===== config.mk =====
export PLATFORM = sky130hd
export DESIGN_NAME = pipe_hazard_ctrl_flat
export DESIGN_NICKNAME = d
export VERILOG_FILES = /design/src/rtl/pipe_hazard_ctrl_if.sv /design/src/rtl/pipe_hazard_ctrl.sv /design/src/flat_wrapper.sv
export SDC_FILE = /design/constraint.sdc
export NUM_CORES = 1
export LEC_CHECK = 0
export BUFFER_PORTS_ARGS = -buffer_cell sky130_fd_sc_hd__buf_2
export CORE_MARGIN = 4
export CORE_UTILIZATION = 46
export DETAILED_ROUTE_END_ITERATION = 6
export PLACE_DENSITY = 0.84
export SETUP_SLACK_MARGIN = 0.1
export SLEW_MARGIN = 20
export SYNTH_ARGS = -nofsm -noshare
export SYNTH_HDL_FRONTEND = slang
export SYNTH_SLANG_ARGS = --single-unit

===== constraint.sdc =====
create_clock -name clk -period 2.74 [get_ports clk]
set_clock_uncertainty 0.2 [all_clocks]
set_input_delay 0.274 -clock clk [delete_from_list [all_inputs] [get_ports clk]]
set_output_delay 0.274 -clock clk [all_outputs]
set_load 0.03 [all_outputs]

===== src/rtl/pipe_hazard_ctrl_if.sv =====
`default_nettype none
// ---------------------------------------------------------------------------
// pipe_hazard_ctrl_if : pipeline-side view of the hazard/forwarding controller
// Revision 1.0
// ---------------------------------------------------------------------------
interface pipe_hazard_ctrl_if #(
  parameter int RA_W  = 5,
  parameter int CNT_W = 16
);
  logic [RA_W-1:0]  id_rs, id_rt;
  logic             id_uses_rt;
  logic [RA_W-1:0]  ex_rs, ex_rt;
  logic             ex_mem_read;
  logic             ex_mul;
  logic             mem_wr;
  logic [RA_W-1:0]  mem_rd;
  logic             wb_wr;
  logic [RA_W-1:0]  wb_rd;
  logic             br_taken;

  logic             pc_write, ifid_write, idex_write;
  logic             idex_bubble, exmem_bubble;
  logic             ifid_flush, idex_flush, exmem_flush;
  logic [1:0]       fwd_a, fwd_b;
  logic             mul_busy;
  logic [CNT_W-1:0] stall_cnt;

  modport master (
    output id_rs, id_rt, id_uses_rt, ex_rs, ex_rt, ex_mem_read, ex_mul,
           mem_wr, mem_rd, wb_wr, wb_rd, br_taken,
    input  pc_write, ifid_write, idex_write, idex_bubble, exmem_bubble,
           ifid_flush, idex_flush, exmem_flush, fwd_a, fwd_b, mul_busy, stall_cnt
  );

  modport slave (
    input  id_rs, id_rt, id_uses_rt, ex_rs, ex_rt, ex_mem_read, ex_mul,
           mem_wr, mem_rd, wb_wr, wb_rd, br_taken,
    output pc_write, ifid_write, idex_write, idex_bubble, exmem_bubble,
           ifid_flush, idex_flush, exmem_flush, fwd_a, fwd_b, mul_busy, stall_cnt
  );
endinterface
`default_nettype wire


===== src/rtl/pipe_hazard_ctrl.sv =====
`default_nettype none
// ---------------------------------------------------------------------------
// pipe_hazard_ctrl : forwarding, load-use/multiply stall and branch flush control
// Revision 1.0
// ---------------------------------------------------------------------------
module pipe_hazard_ctrl #(
  parameter int RA_W     = 5,
  parameter int MUL_LAT  = 4,
  parameter int BR_FLUSH = 3,
  parameter int CNT_W    = 16
) (
  input  logic               clk,
  input  logic               rst,
  pipe_hazard_ctrl_if.slave  hz
);

  localparam int              MC_W     = (MUL_LAT > 1) ? $clog2(MUL_LAT) : 1;
  localparam logic [MC_W-1:0] MC_LAST  = MC_W'(MUL_LAT - 1);
  localparam logic            FL_IDEX  = (BR_FLUSH >= 2);
  localparam logic            FL_EXMEM = (BR_FLUSH >= 3);

  typedef enum logic [0:0] {RUN = 1'b0, MUL = 1'b1} state_t;

  state_t           state, state_nxt;
  logic [MC_W-1:0]  mcnt, mcnt_nxt;
  logic [CNT_W-1:0] stall_q;

  logic       luh;
  logic [1:0] fwd_a, fwd_b;
  logic       pc_w, ifid_w, idex_w, idex_bub, exmem_bub;
  logic       fl_ifid, fl_idex, fl_exmem;

  function automatic logic [1:0] fwd_sel(
    input logic [RA_W-1:0] src,
    input logic            m_wr,
    input logic [RA_W-1:0] m_rd,
    input logic            w_wr,
    input logic [RA_W-1:0] w_rd
  );
    // EX/MEM holds the younger result, so it has priority over MEM/WB
    if (m_wr && (m_rd != '0) && (m_rd == src))      return 2'b01;
    else if (w_wr && (w_rd != '0) && (w_rd == src)) return 2'b10;
    else                                            return 2'b00;
  endfunction

  always_comb begin
    fwd_a = fwd_sel(hz.ex_rs, hz.mem_wr, hz.mem_rd, hz.wb_wr, hz.wb_rd);
    fwd_b = fwd_sel(hz.ex_rt, hz.mem_wr, hz.mem_rd, hz.wb_wr, hz.wb_rd);
    luh   = hz.ex_mem_read && (hz.ex_rt != '0) &&
            ((hz.ex_rt == hz.id_rs) || (hz.id_uses_rt && (hz.ex_rt == hz.id_rt)));
  end

  always_ff @(posedge clk or negedge rst) begin
    if (!rst) begin
      state <= RUN;
      mcnt  <= '0;
    end else begin
      state <= state_nxt;
      mcnt  <= mcnt_nxt;
    end
  end

  always_comb begin
    state_nxt = state;
    mcnt_nxt  = mcnt;
    pc_w      = 1'b1;
    ifid_w    = 1'b1;
    idex_w    = 1'b1;
    idex_bub  = 1'b0;
    exmem_bub = 1'b0;
    fl_ifid   = 1'b0;
    fl_idex   = 1'b0;
    fl_exmem  = 1'b0;
    case (state)
      RUN: begin
        if (hz.br_taken) begin
          fl_ifid  = 1'b1;
          fl_idex  = FL_IDEX;
          fl_exmem = FL_EXMEM;
        end else if (hz.ex_mul) begin
          pc_w      = 1'b0;
          ifid_w    = 1'b0;
          idex_w    = 1'b0;
          exmem_bub = 1'b1;
          mcnt_nxt  = MC_W'(1);
          state_nxt = MUL;
        end else if (luh) begin
          pc_w     = 1'b0;
          ifid_w   = 1'b0;
          idex_bub = 1'b1;
        end
      end
      MUL: begin
        // ex_mul is not looked at here: the multiply itself is still sitting in EX
        if (hz.br_taken) begin
          fl_ifid   = 1'b1;
          fl_idex   = FL_IDEX;
          fl_exmem  = FL_EXMEM;
          mcnt_nxt  = '0;
          state_nxt = RUN;
        end else if (mcnt == MC_LAST) begin
          if (luh) begin
            pc_w     = 1'b0;
            ifid_w   = 1'b0;
            idex_bub = 1'b1;
          end
          mcnt_nxt  = '0;
          state_nxt = RUN;
        end else begin
          pc_w      = 1'b0;
          ifid_w    = 1'b0;
          idex_w    = 1'b0;
          exmem_bub = 1'b1;
          mcnt_nxt  = mcnt + 1'b1;
        end
      end
      default: begin
        mcnt_nxt  = '0;
        state_nxt = RUN;
      end
    endcase
  end

  always_ff @(posedge clk or negedge rst) begin
    if (!rst)
      stall_q <= '0;
    else if (!pc_w && !hz.br_taken && (stall_q != {CNT_W{1'b1}}))
      stall_q <= stall_q + 1'b1;
  end

  // Outputs fall back to a free-running pipeline while reset is held
  assign hz.pc_write     = !rst || pc_w;
  assign hz.ifid_write   = !rst || ifid_w;
  assign hz.idex_write   = !rst || idex_w;
  assign hz.idex_bubble  = rst && idex_bub;
  assign hz.exmem_bubble = rst && exmem_bub;
  assign hz.ifid_flush   = rst && fl_ifid;
  assign hz.idex_flush   = rst && fl_idex;
  assign hz.exmem_flush  = rst && fl_exmem;
  assign hz.fwd_a        = rst ? fwd_a : 2'b00;
  assign hz.fwd_b        = rst ? fwd_b : 2'b00;
  assign hz.mul_busy     = rst && (state == MUL);
  assign hz.stall_cnt    = stall_q;

endmodule
`default_nettype wire


===== src/flat_wrapper.sv =====
// flat-port wrapper written by rule: the top's interface ports become plain ports
module pipe_hazard_ctrl_flat 
#(
  parameter int RA_W     = 5,
  parameter int MUL_LAT  = 4,
  parameter int BR_FLUSH = 3,
  parameter int CNT_W    = 16
)
  (clk, rst, hz_id_rs, hz_id_rt, hz_id_uses_rt, hz_ex_rs, hz_ex_rt, hz_ex_mem_read, hz_ex_mul, hz_mem_wr, hz_mem_rd, hz_wb_wr, hz_wb_rd, hz_br_taken, hz_pc_write, hz_ifid_write, hz_idex_write, hz_idex_bubble, hz_exmem_bubble, hz_ifid_flush, hz_idex_flush, hz_exmem_flush, hz_fwd_a, hz_fwd_b, hz_mul_busy, hz_stall_cnt);
  pipe_hazard_ctrl_if #(.RA_W(RA_W), .CNT_W(CNT_W)) hz_i ();
  input  logic clk;
  input  logic rst;
  input wire logic [$bits(hz_i.id_rs)-1:0] hz_id_rs;
  input wire logic [$bits(hz_i.id_rt)-1:0] hz_id_rt;
  input wire logic [$bits(hz_i.id_uses_rt)-1:0] hz_id_uses_rt;
  input wire logic [$bits(hz_i.ex_rs)-1:0] hz_ex_rs;
  input wire logic [$bits(hz_i.ex_rt)-1:0] hz_ex_rt;
  input wire logic [$bits(hz_i.ex_mem_read)-1:0] hz_ex_mem_read;
  input wire logic [$bits(hz_i.ex_mul)-1:0] hz_ex_mul;
  input wire logic [$bits(hz_i.mem_wr)-1:0] hz_mem_wr;
  input wire logic [$bits(hz_i.mem_rd)-1:0] hz_mem_rd;
  input wire logic [$bits(hz_i.wb_wr)-1:0] hz_wb_wr;
  input wire logic [$bits(hz_i.wb_rd)-1:0] hz_wb_rd;
  input wire logic [$bits(hz_i.br_taken)-1:0] hz_br_taken;
  output wire logic [$bits(hz_i.pc_write)-1:0] hz_pc_write;
  output wire logic [$bits(hz_i.ifid_write)-1:0] hz_ifid_write;
  output wire logic [$bits(hz_i.idex_write)-1:0] hz_idex_write;
  output wire logic [$bits(hz_i.idex_bubble)-1:0] hz_idex_bubble;
  output wire logic [$bits(hz_i.exmem_bubble)-1:0] hz_exmem_bubble;
  output wire logic [$bits(hz_i.ifid_flush)-1:0] hz_ifid_flush;
  output wire logic [$bits(hz_i.idex_flush)-1:0] hz_idex_flush;
  output wire logic [$bits(hz_i.exmem_flush)-1:0] hz_exmem_flush;
  output wire logic [$bits(hz_i.fwd_a)-1:0] hz_fwd_a;
  output wire logic [$bits(hz_i.fwd_b)-1:0] hz_fwd_b;
  output wire logic [$bits(hz_i.mul_busy)-1:0] hz_mul_busy;
  output wire logic [$bits(hz_i.stall_cnt)-1:0] hz_stall_cnt;
  assign hz_i.id_rs = hz_id_rs;
  assign hz_i.id_rt = hz_id_rt;
  assign hz_i.id_uses_rt = hz_id_uses_rt;
  assign hz_i.ex_rs = hz_ex_rs;
  assign hz_i.ex_rt = hz_ex_rt;
  assign hz_i.ex_mem_read = hz_ex_mem_read;
  assign hz_i.ex_mul = hz_ex_mul;
  assign hz_i.mem_wr = hz_mem_wr;
  assign hz_i.mem_rd = hz_mem_rd;
  assign hz_i.wb_wr = hz_wb_wr;
  assign hz_i.wb_rd = hz_wb_rd;
  assign hz_i.br_taken = hz_br_taken;
  assign hz_pc_write = hz_i.pc_write;
  assign hz_ifid_write = hz_i.ifid_write;
  assign hz_idex_write = hz_i.idex_write;
  assign hz_idex_bubble = hz_i.idex_bubble;
  assign hz_exmem_bubble = hz_i.exmem_bubble;
  assign hz_ifid_flush = hz_i.ifid_flush;
  assign hz_idex_flush = hz_i.idex_flush;
  assign hz_exmem_flush = hz_i.exmem_flush;
  assign hz_fwd_a = hz_i.fwd_a;
  assign hz_fwd_b = hz_i.fwd_b;
  assign hz_mul_busy = hz_i.mul_busy;
  assign hz_stall_cnt = hz_i.stall_cnt;
  pipe_hazard_ctrl #(.RA_W(RA_W), .MUL_LAT(MUL_LAT), .BR_FLUSH(BR_FLUSH), .CNT_W(CNT_W)) u_core (.clk(clk), .rst(rst), .hz(hz_i));
endmodule

==> results.sh <==
export IMPL_synth_nets=201
export IMPL_drt_iter0_drc=55
export IMPL_vias=1375
export IMPL_place_hpwl_um=2830
export IMPL_synth_area_mm2=0.00144
export IMPL_pwr_share_clk=0.167
export IMPL_syn_area_per_cell_um2=8.91
export IMPL_cp_endpoint="u_core.hz.stall_cnt[1]"
export IMPL_crit_path_end_kind="register"
export IMPL_cp_arrival_ps=2520
export IMPL_sw_frac_of_total=0.407
export IMPL_async_flop_share=1.00
export IMPL_syn_inst=161
export IMPL_p_seq_frac=0.435
export IMPL_mostFrequentLayoutCell="buf_2"
export IMPL_slew_headroom=0.746
export IMPL_final_layout_size_suffix_gt1_frac=0.341
export IMPL_power_density_mw_per_mm2=479
export IMPL_min_period_ps=2530
export IMPL_avgRoutedWirePerCell_um=13.3
export IMPL_layout_setup_ws_ps=211
export IMPL_peakVddDrop_v=0.000249
export IMPL_core_mm2=0.00303
export IMPL_final_period_utilization=0.923
export IMPL_fin_setup_tns_ps=0
export IMPL_cts_tree="yes"
export IMPL_root_buffer="clkbuf_4"
export IMPL_insertedDiodeCount=0
export IMPL_gp_congestion=0.837
export IMPL_r2r_end="u_core.hz.stall_cnt[1]"
export IMPL_wl_um=3560
export IMPL_hp_class="primary input to register"
export IMPL_rsz0062_at_grt="false"
export IMPL_area_growth_pct=26.2
export IMPL_internal_power_uw=514
export IMPL_post_cts_setup_buffers=0
export IMPL_ant_nets=0
export IMPL_dieArea_mm2=0.00408
export IMPL_seq_area_um2=475
export IMPL_whs_ps=38.6
export IMPL_chipWidth_um=63.9
export IMPL_grt_max_degree=27
export IMPL_slew_viol_final=0
export IMPL_grt_pass1_vias=1342
export IMPL_seq_area_frac_synth=0.331
export IMPL_die_h_um=63.9
export IMPL_worstSkewPairLatency_ps=300
export IMPL_grt_overflow_total=0
export IMPL_synth_cell_types=35
export IMPL_final_cell_mix="66 x buf_2, 22 x xor2_1, 20 x xnor2_1"
export IMPL_rr_startpoint="u_core.hz.stall_cnt[0]"
export IMPL_yosysWarningCount=0
export IMPL_cts_inserted_buffers=3
export IMPL_initial_utilization=0.474
export IMPL_outcome="finished, final reports clean"
export IMPL_path_class="register to register"
export IMPL_grt_total_usage=0.181
export IMPL_synth_edf_count=0
export IMPL_share_comb_of_total_power=0.398
export IMPL_finish_utilization=0.598
export IMPL_cp_start_kind="register"
export IMPL_hold_viol=0
export IMPL_fillers=282
export IMPL_crit_path_start="u_core.hz.stall_cnt[0]"
export IMPL_r2r_slack_ps=210
export IMPL_final_nets=264
export IMPL_portBuffers=66
export IMPL_ctsHtreeMaxLevel=1
export IMPL_drt_pass1_iter_count=4
export IMPL_path_max_fanout=16
export IMPL_ys_flop_type="dfrtp_1"
export IMPL_antenna_found_initial=0
export IMPL_std_cell_rows=20
export IMPL_cts_resized=0
export IMPL_setup_viol=0
export IMPL_fmax_mhz=395
export IMPL_pin_count=67
export IMPL_drc=0
export IMPL_p_switching_uw=353
export IMPL_p_leak_nw=0.873
export IMPL_cap_violations=0
export IMPL_routed_via_density=5.15
export IMPL_clkTransAtPathRegs_ps=120
export IMPL_clock_path_buffers=2
export IMPL_grt_pass1_wl_um=6000
export IMPL_ys_seq_elements=19
export IMPL_clkSinkCount=19
export IMPL_multi_input_comb_area_um2=878
export IMPL_cp_data_required_time_ps=2730
export IMPL_worst_pin_slew_ps=377
export IMPL_reg2reg_depth=6
export IMPL_preCtsSetupSlack_ps=284
-- cells by family after synthesis --
group	Yosys count	share of synthesized area
AOI/OAI and AO/OA	15	0.0724
muxes	3	0.0253
adders and majority gates	2	0.0174
and+or+nand+nor	64	0.241
DFF	19	0.331
buffers and inverters	16	0.0567
xor gates and xnor gates	42	0.256
-- power groups by stage --
stage                     combinational [mW]  sequential (mW)  clock (mW)
final                                  0.345            0.378       0.145
after global routing                   0.374            0.386       0.161
after CTS                              0.346            0.377       0.147
after detailed placement               0.341            0.381           0
after global placement                 0.337            0.375           0
after floorplan                        0.163            0.442           0
-- metal layers --
metal / global-route usage / up-vias / share of wire / wire (µm)
met5: 0 / - / 0 / 0
met4: 0.0701 / 0 / 0.025 / 90
met3: 0.0316 / 15 / 0.067 / 237
met2: 0.303 / 55 / 0.50 / 1790
met1: 0.230 / 625 / 0.40 / 1440
li1: - / 680 / - / -
-- worst max-delay path, cell delays in order (launching register included) --
cell	delay (ps)
dfrtp_1	420
ha_1	260
nand3_1	110
or2_1	250
or4_4	650
and2_4	230
mux2_4	290
-- per-stage QoR --
| step | instance area [µm²] | power [mW] | cells |
|---|---|---|---|
| 5_1_grt | 1810 | 0.921 | 267 |
| 3_5_place_dp | 1770 | 0.723 | 262 |
| 2_1_floorplan | 1440 | 0.604 | 161 |
| 3_3_place_gp | 1770 | 0.711 | 262 |
| 4_1_cts | 1810 | 0.870 | 267 |
| 6_report | 1810 | 0.868 | 267 |
-- cell type report --
class,count,area share
clock buffers,3,0.0124
clock inverters,1,0.00276
inverters,5,0.0104
multi-input cells,126,0.485
flip-flops and latches,19,0.263
well taps,44,0.0304
repair buffers,69,0.196
-- how the worst min path moves through the flow --
stage,startpoint,end,slack (ps),cells past startpoint
3_5_place_dp,rst,u_core.hz.stall_cnt[11],130,2
5_1_grt,hz_br_taken,u_core.state,60,2
4_1_cts,hz_br_taken,u_core.state,30,2
2_1_floorplan,rst,u_core.hz.stall_cnt[0],-220,0
6_report,hz_br_taken,u_core.state,40,2
3_3_place_gp,rst,u_core.hz.stall_cnt[11],120,2
-- Yosys cell counts, types with 2 or more instances --
library cell / number / area [µm²]
or4_1: 4 / 30.0
nor3_1: 5 / 25.0
nand2_1: 8 / 30.0
nor4_1: 4 / 25.0
clkbuf_1: 5 / 18.8
buf_4: 3 / 22.5
nor2_1: 10 / 37.5
buf_2: 2 / 10.0
dfrtp_1: 19 / 475
o21ai_0: 2 / 10.0
a21o_1: 2 / 15.0
xnor2_1: 20 / 175
nand4_1: 5 / 31.3
o22ai_1: 3 / 18.8
ha_1: 2 / 25.0
xor2_1: 22 / 193
and2_1: 6 / 37.5
nand3_1: 14 / 70.1
o211ai_1: 2 / 15.0
a21oi_1: 2 / 10.0
and3_1: 3 / 18.8
inv_1: 5 / 18.8
-- registers in the layout (all words and copies together) (netlist names) --
| signal | flops |
|---|---|
| u_core.state | 1 |
| u_core.hz.stall_cnt | 16 |
| u_core.mcnt | 2 |
-- repair_timing --
| action | CTS | global route |
|---|---|---|
| endpoints found under the hold margin | 19 | 0 |
| hold buffers | 1 | 0 |
| setup endpoints to repair | 0 | 0 |
Note: power is estimated with default switching activity, not from simulation.
